File: src/rtl/source_run_sequencer.sv
// Turns host run commands {clr, N, charges} into N source packets: charges and
// CLR ride on the first packet, FIN on the last, zero charges in between.
module source_run_sequencer #(
  parameter  int NUM_INP      = 4,
  parameter  int CHARGE_WIDTH = 8,
  parameter  int RUN_WIDTH    = 16,
  localparam int PKT_WIDTH    = 2 + NUM_INP * CHARGE_WIDTH
) (
  input  logic                              clk,
  input  logic                              rst,
  input  logic                              cmd_valid,
  output logic                              cmd_ready,
  input  logic                              cmd_clr,
  input  logic [RUN_WIDTH-1:0]              cmd_runs,
  input  logic [NUM_INP*CHARGE_WIDTH-1:0]   cmd_inp,
  output logic                              pkt_valid,
  input  logic                              pkt_ready,
  output logic [PKT_WIDTH-1:0]              pkt,
  output logic                              busy,
  output logic                              done,
  output logic [RUN_WIDTH-1:0]              runs_left
);

  localparam int VEC_W = NUM_INP * CHARGE_WIDTH;
  localparam logic [RUN_WIDTH-1:0] RUN_ZERO = '0;
  localparam logic [RUN_WIDTH-1:0] RUN_ONE  = RUN_WIDTH'(1);
  localparam logic [RUN_WIDTH-1:0] RUN_TWO  = RUN_WIDTH'(2);

  typedef enum logic {
    IDLE = 1'b0,
    EMIT = 1'b1
  } state_e;

  state_e                 state_q, state_d;
  logic                   pkt_valid_q, pkt_valid_d;
  logic [PKT_WIDTH-1:0]   pkt_q, pkt_d;
  logic [RUN_WIDTH-1:0]   runs_left_q, runs_left_d;
  logic                   done_q, done_d;

  function automatic logic [PKT_WIDTH-1:0] make_pkt(input logic clr,
                                                    input logic fin,
                                                    input logic [VEC_W-1:0] vec);
    return {clr, fin, vec};
  endfunction

  assign cmd_ready = (state_q == IDLE);
  assign busy      = (state_q == EMIT);
  assign pkt_valid = pkt_valid_q;
  assign pkt       = pkt_q;
  assign runs_left = runs_left_q;
  assign done      = done_q;

  always_comb begin
    state_d     = state_q;
    pkt_valid_d = pkt_valid_q;
    pkt_d       = pkt_q;
    runs_left_d = runs_left_q;
    done_d      = 1'b0;
    case (state_q)
      IDLE: begin
        if (cmd_valid) begin
          if (cmd_runs != RUN_ZERO) begin
            state_d     = EMIT;
            pkt_valid_d = 1'b1;
            pkt_d       = make_pkt(cmd_clr, cmd_runs == RUN_ONE, cmd_inp);
            runs_left_d = cmd_runs;
          end else if (cmd_clr) begin
            // A zero-length run that still clears emits one bare CLR+FIN packet.
            state_d     = EMIT;
            pkt_valid_d = 1'b1;
            pkt_d       = make_pkt(1'b1, 1'b1, '0);
            runs_left_d = RUN_ONE;
          end else begin
            done_d = 1'b1;
          end
        end
      end
      EMIT: begin
        if (pkt_valid_q && pkt_ready && runs_left_q != RUN_ZERO) begin
          runs_left_d = runs_left_q - RUN_ONE;
          if (runs_left_q == RUN_ONE) begin
            state_d     = IDLE;
            pkt_valid_d = 1'b0;
            pkt_d       = '0;
            done_d      = 1'b1;
          end else begin
            pkt_d = make_pkt(1'b0, runs_left_q == RUN_TWO, '0);
          end
        end
      end
      default: begin
        state_d = IDLE;
      end
    endcase
  end

  always_ff @(posedge clk) begin
    if (rst) begin
      state_q     <= IDLE;
      pkt_valid_q <= 1'b0;
      pkt_q       <= '0;
      runs_left_q <= '0;
      done_q      <= 1'b0;
    end else begin
      state_q     <= state_d;
      pkt_valid_q <= pkt_valid_d;
      pkt_q       <= pkt_d;
      runs_left_q <= runs_left_d;
      done_q      <= done_d;
    end
  end

endmodule

File: config.mk
export PLATFORM = sky130hd
export DESIGN_NAME = source_run_sequencer
export DESIGN_NICKNAME = d
export VERILOG_FILES = /design/src/rtl/source_run_sequencer.sv
export SDC_FILE = /design/constraint.sdc
export NUM_CORES = 1
export LEC_CHECK = 0
export CAP_MARGIN = 5
export CORE_UTILIZATION = 45
export DETAILED_ROUTE_END_ITERATION = 8
export HOLD_SLACK_MARGIN = 0.06
export PLACE_DENSITY = 0.91
export SETUP_SLACK_MARGIN = 0.3
export SLEW_MARGIN = 10
export SYNTH_ARGS = -nofsm -noshare
export SYNTH_HDL_FRONTEND = slang
export SYNTH_SLANG_ARGS = --single-unit
export TNS_END_PERCENT = 20
File: constraint.sdc
create_clock -name clk -period 5.7 [get_ports clk]
set_clock_uncertainty 0.05 [all_clocks]
set_input_delay 1.425 -clock clk [delete_from_list [all_inputs] [get_ports clk]]
set_output_delay 1.425 -clock clk [all_outputs]
set_load 0.05 [all_outputs]
# Word level (Yosys, flattened, before mapping)
# Cells that the tools add are included.
# Widths: inputs -> output; s select.
[totals] wordCells=49 latchBits=0 rom_bits=0 regBits=53 memories=0 mem_bits_rw=0 output_inout_bits=54
[classes] mux=29 n_lt_le_gt_ge=0 div_mod_pow=0 n_bitwise=1 n_reduce_logical=6 add_sub_neg=1 eq_ne=7 shift=0 mul=0
[op_table] operator="$mux 34" count=4
[op_table] operator="$pmux 34 s2" count=1
[op_table] operator="$mux 16" count=4
[op_table] operator="$mux 33" count=1
[op_table] operator="$eq 16x1->1 const B" count=2
[op_table] operator="$pmux 16 s2" count=1
[op_table] operator="$reduce_bool 16->1" count=2
[op_table] operator="$eq 16x2->1 const B" count=1
[op_table] operator="$sub 16x1->16 const B" count=1
[op_table] operator="$mux 1" count=15
[op_table] operator="$pmux 1 s2" count=3
[op_table] operator="$ne 2x1->1 const B" count=2
[op_table] operator="$reduce_and 4->1" count=1
[op_table] operator="$ne 3x1->1 const B" count=1
[op_table] operator="$reduce_and 3->1" count=1
[op_table] operator="$logic_and 1x1->1" count=2
[op_table] operator="$ne 2x2->1 const B" count=1
[op_table] operator="$not 1->1" count=1

# Depth between registers and ports, before layout
[depth] word_depth=4 ltp_mapped=9 ltp_nobuf=7

# Worst setup path after synthesis
# Ideal clock, no wire load.
[synth_timing] path_kind="input to register" from="in cmd_runs[9]" to="reg runs_left_q[10], in the netlist runs_left[10]" arrival_ns=2.838 path_stages=6 path_buffers=1 t_required_ns=5.533 slack_ns=2.695 cell_sequence="nor4_1 > nand4_1 > o31ai_1 > clkbuf_1 > a22oi_1 > a32o_1"
[synth_via] elab_chain_cells=4 elab_cells_between_ends=6
[synth_rtl] item="start, declared" line_no="14" rtl="input logic [RUN_WIDTH-1:0] cmd_runs,"
[synth_rtl] item="$reduce_bool 16->1 *" line_no="62" rtl="if (cmd_runs != RUN_ZERO) begin"
[synth_rtl] item="$mux 16" line_no="62"
[synth_rtl] item="$mux 16" line_no="61" rtl="if (cmd_valid) begin"
[synth_rtl] item="$pmux 16 s2" line_no="59" rtl="case (state_q)"
[synth_rtl] item="end signal, assigned" line_no="108" rtl="runs_left_q <= runs_left_d;"
[synth_rtl] item="end, declared" line_no="37" rtl="logic [RUN_WIDTH-1:0] runs_left_q, runs_left_d;"
# Every way passes the cells marked *; elsewhere a longest branch is shown, timed or not. The select of a mux whose other input is x is not followed.
# A chain may end at the register's enable or synchronous reset.

# Final worst setup path
[layout_timing] from="in cmd_runs[9]" to="reg pkt_q[8], in the netlist pkt[8]"
[layout_via] elab_chain_cells=4 elab_cells_between_ends=6
[layout_rtl] item="$reduce_bool 16->1 *" line_no="62"
[layout_rtl] item="$mux 34" line_no="62"
[layout_rtl] item="$mux 34" line_no="61"
[layout_rtl] item="$pmux 34 s2" line_no="59"
[layout_rtl] item="end signal, assigned" line_no="107" rtl="pkt_q <= pkt_d;"
[layout_rtl] item="end, declared" line_no="36" rtl="logic [PKT_WIDTH-1:0] pkt_q, pkt_d;"
# Marked as above.

==> results.json <==
{
  "syn_area_um2": 2360,
  "finalHoldViolCount": 0,
  "synth_simple_gate_area_frac": 0.187,
  "critPathRequiredTime_ps": 5890,
  "min_period_over_period": 0.672,
  "antenna_found_initial": 0,
  "p_per_area_nw_per_um2": 284,
  "synth.avg_cell_area_um2": 9.43,
  "synth_largest_area_cell": "dfxtp_1",
  "setup_viol": 0,
  "leakage_nw": 1.32,
  "gp_congestion": 0.854,
  "fp.dieH_um": 74.4,
  "die_w_um": 74.4,
  "tns_ps": 0,
  "synthCells": 250,
  "grt_usage": 0.263,
  "area_delta_synth_final_pct": 51.5,
  "rows": 25,
  "drive_gt1_frac": 0.0627,
  "drt_iter0_drc": 337,
  "ant_nets": 0,
  "cts_hold_buf": 0,
  "synth_area_leaders": "dfxtp_1 45%, a22o_1 12%, a21oi_1 3.8%",
  "synth-seq-cells": 53,
  "synthDominantCellAreaShare": 0.450,
  "post_drt_wl_per_cell_um": 17.3,
  "synth_fa_ha_area_frac": 0.0159,
  "clk_latency_ps": 290,
  "syn_nets": 306,
  "hold_class": "flop to flop",
  "synth_top_family_by_area": "compound AO/OA/AOI/OAI gates",
  "dr.pass1.iters": 5,
  "cts_tree": "built",
  "outcome": "finished clean",
  "fmaxAchievable_mhz": 261,
  "crit_path_end_kind": "flop",
  "cap_violations": 0,
  "num_vias": 2559,
  "grt_setup_unrepaired": "false",
  "async_flop_share": 0,
  "die-area_um2": 5530,
  "diodes": 0,
  "cts-root-buf": "clkbuf_8",
  "clock-sinks": 53,
  "grt_pass1_vias": 2302,
  "place_hpwl_mm": 5.01,
  "grt_max_degree": 34,
  "post_cts_resized": 0,
  "synth.area.mux_share": 0.00424,
  "arrival_ps": 4020,
  "grt_pass1_wl_mm": 11.2,
  "ir_drop_mv": 0.199,
  "viasPerCell": 6.12,
  "critPathMaxFanout": 33,
  "cts.path.max_buffers": 2,
  "worstSetupPathType": "input port to flop",
  "gr-total-overflow": 0,
  "post-route-min-period_ps": 3830,
  "drt_drc_violations_left": 0,
  "ys_seq_area_frac": 0.450,
  "nets": 406,
  "synth-edff-count": 0,
  "tightestPinTransition_ps": 1000,
  "start_util": 0.483,
  "critical_path.startpoint_type": "input port",
  "cts_made_buffers": 5,
  "yosys_warnings": 0,
  "htree_num_levels": 2,
  "io_buffers": 106,
  "drv_slew": 0,
  "clk_pin_slew_ps": 90,
  "ys_types": 46,
  "synth_compound_area_frac": 0.289,
  "num_io_pins": 107,
  "cts_setup_buffers": 0,
  "synth-main-ff-cell": "dfxtp_1",
  "wirelength_mm": 7.23,
  "yosys.area_share.xor_xnor": 0.00743,
  "core_um2": 4880,
  "maxSlewHeadroom": 0.329,
  "r2r_slack_ps": 2770,
  "whs_ps": 433
}
-- critical path, cell delays in order --
cell and delay, ps:
clkdlybuf4s50_1 440, nor4_1 480, nand4_1 370, o31a_1 550, nor3_4 190, buf_4 360, a22o_1 190
-- logic make-up (layout without fill, tap and decap cells) --
kind of cell / count (synthesis) / in the layout
fa+ha+maj: 3 / 3
buf+inv: 23 / 124
mux: 1 / 1
compound gates: 88 / 88
flops: 53 / 53
simple gates: 80 / 80
xor+xnor: 2 / 2
-- path summary, 6_finish.rpt --
kind / depth (start not counted) / end / from
worst min register to register: 1 / pkt[17] / pkt[17]
worst max-delay path: 7 / pkt[8] / cmd_runs[9]
worst max register to register: 7 / runs_left[12] / runs_left[0]
worst min-delay path: 1 / pkt[17] / pkt[17]
-- sequential cells by signal, summed over array words and instances, names as in the netlist --
register,flops
pkt,34
pkt_valid,1
done,1
busy,1
runs_left,16
-- stage by stage --
stage | worst slack [ps] | area (um2) | utilization | std cells | total power (W)
5_1_grt | 1780 | 3570 | 0.732 | 418 | 0.00106
3_3_place_gp | 1640 | 3450 | 0.707 | 410 | 0.000748
6_report | 1870 | 3570 | 0.732 | 418 | 0.00102
2_1_floorplan | 2700 | 2360 | - | 250 | 0.000635
4_1_cts | 1950 | 3570 | 0.731 | 418 | 0.00101
3_5_place_dp | 1640 | 3450 | 0.707 | 410 | 0.000754
-- final cells by class --
type / count / area (um2)
multi-input cells: 174 / 1190
inverters: 6 / 22.5
well taps: 67 / 83.8
clock inverters: 2 / 37.5
fillers: 388 / 1310
flip-flops and latches: 53 / 1060
repair buffers: 110 / 1090
clock buffers: 6 / 82.6
-- placed cells by master (no fill, tap or decap), types with 3 or more instances in the layout --
| cell type | instances |
|---|---|
| nor3_1 | 15 |
| clkdlybuf4s50_1 | 106 |
| a22oi_1 | 4 |
| nand3_1 | 5 |
| o32ai_1 | 5 |
| clkbuf_8 | 6 |
| a22o_1 | 33 |
| a21oi_1 | 18 |
| nor2_1 | 17 |
| nor2b_1 | 4 |
| o22ai_1 | 7 |
| buf_4 | 4 |
| inv_1 | 6 |
| dfxtp_1 | 53 |
| nand2_1 | 14 |
| ha_1 | 3 |
| nor4_1 | 6 |
| a32o_1 | 7 |
| or4_4 | 3 |
-- per-layer routing --
| layer | vias up | routed length [um] | GRT usage |
|---|---|---|---|
| li1 | 1168 | - | - |
| met1 | 1211 | 2940 | 0.337 |
| met2 | 159 | 3490 | 0.419 |
| met3 | 21 | 583 | 0.0610 |
| met4 | 0 | 212 | 0.122 |
| met5 | - | 0 | 0 |
-- cell usage after synthesis (all sizes together) (5+ instances only) --
library cell	instances
a32o	7
nor4	6
dfxtp	53
nor2	18
buf	5
nand3	5
clkbuf	12
inv	6
o32ai	5
o22ai	7
a22o	33
nand2	14
nor3	17
a21oi	20
-- report_power, final --
part,total [W],internal (W),switching (W)
clock,0.000265,0.000143,0.000122
sequential,0.000420,0.000396,0.0000242
combinational,0.000331,0.000134,0.000197
No activity file was read; power rests on OpenSTA's default activity.
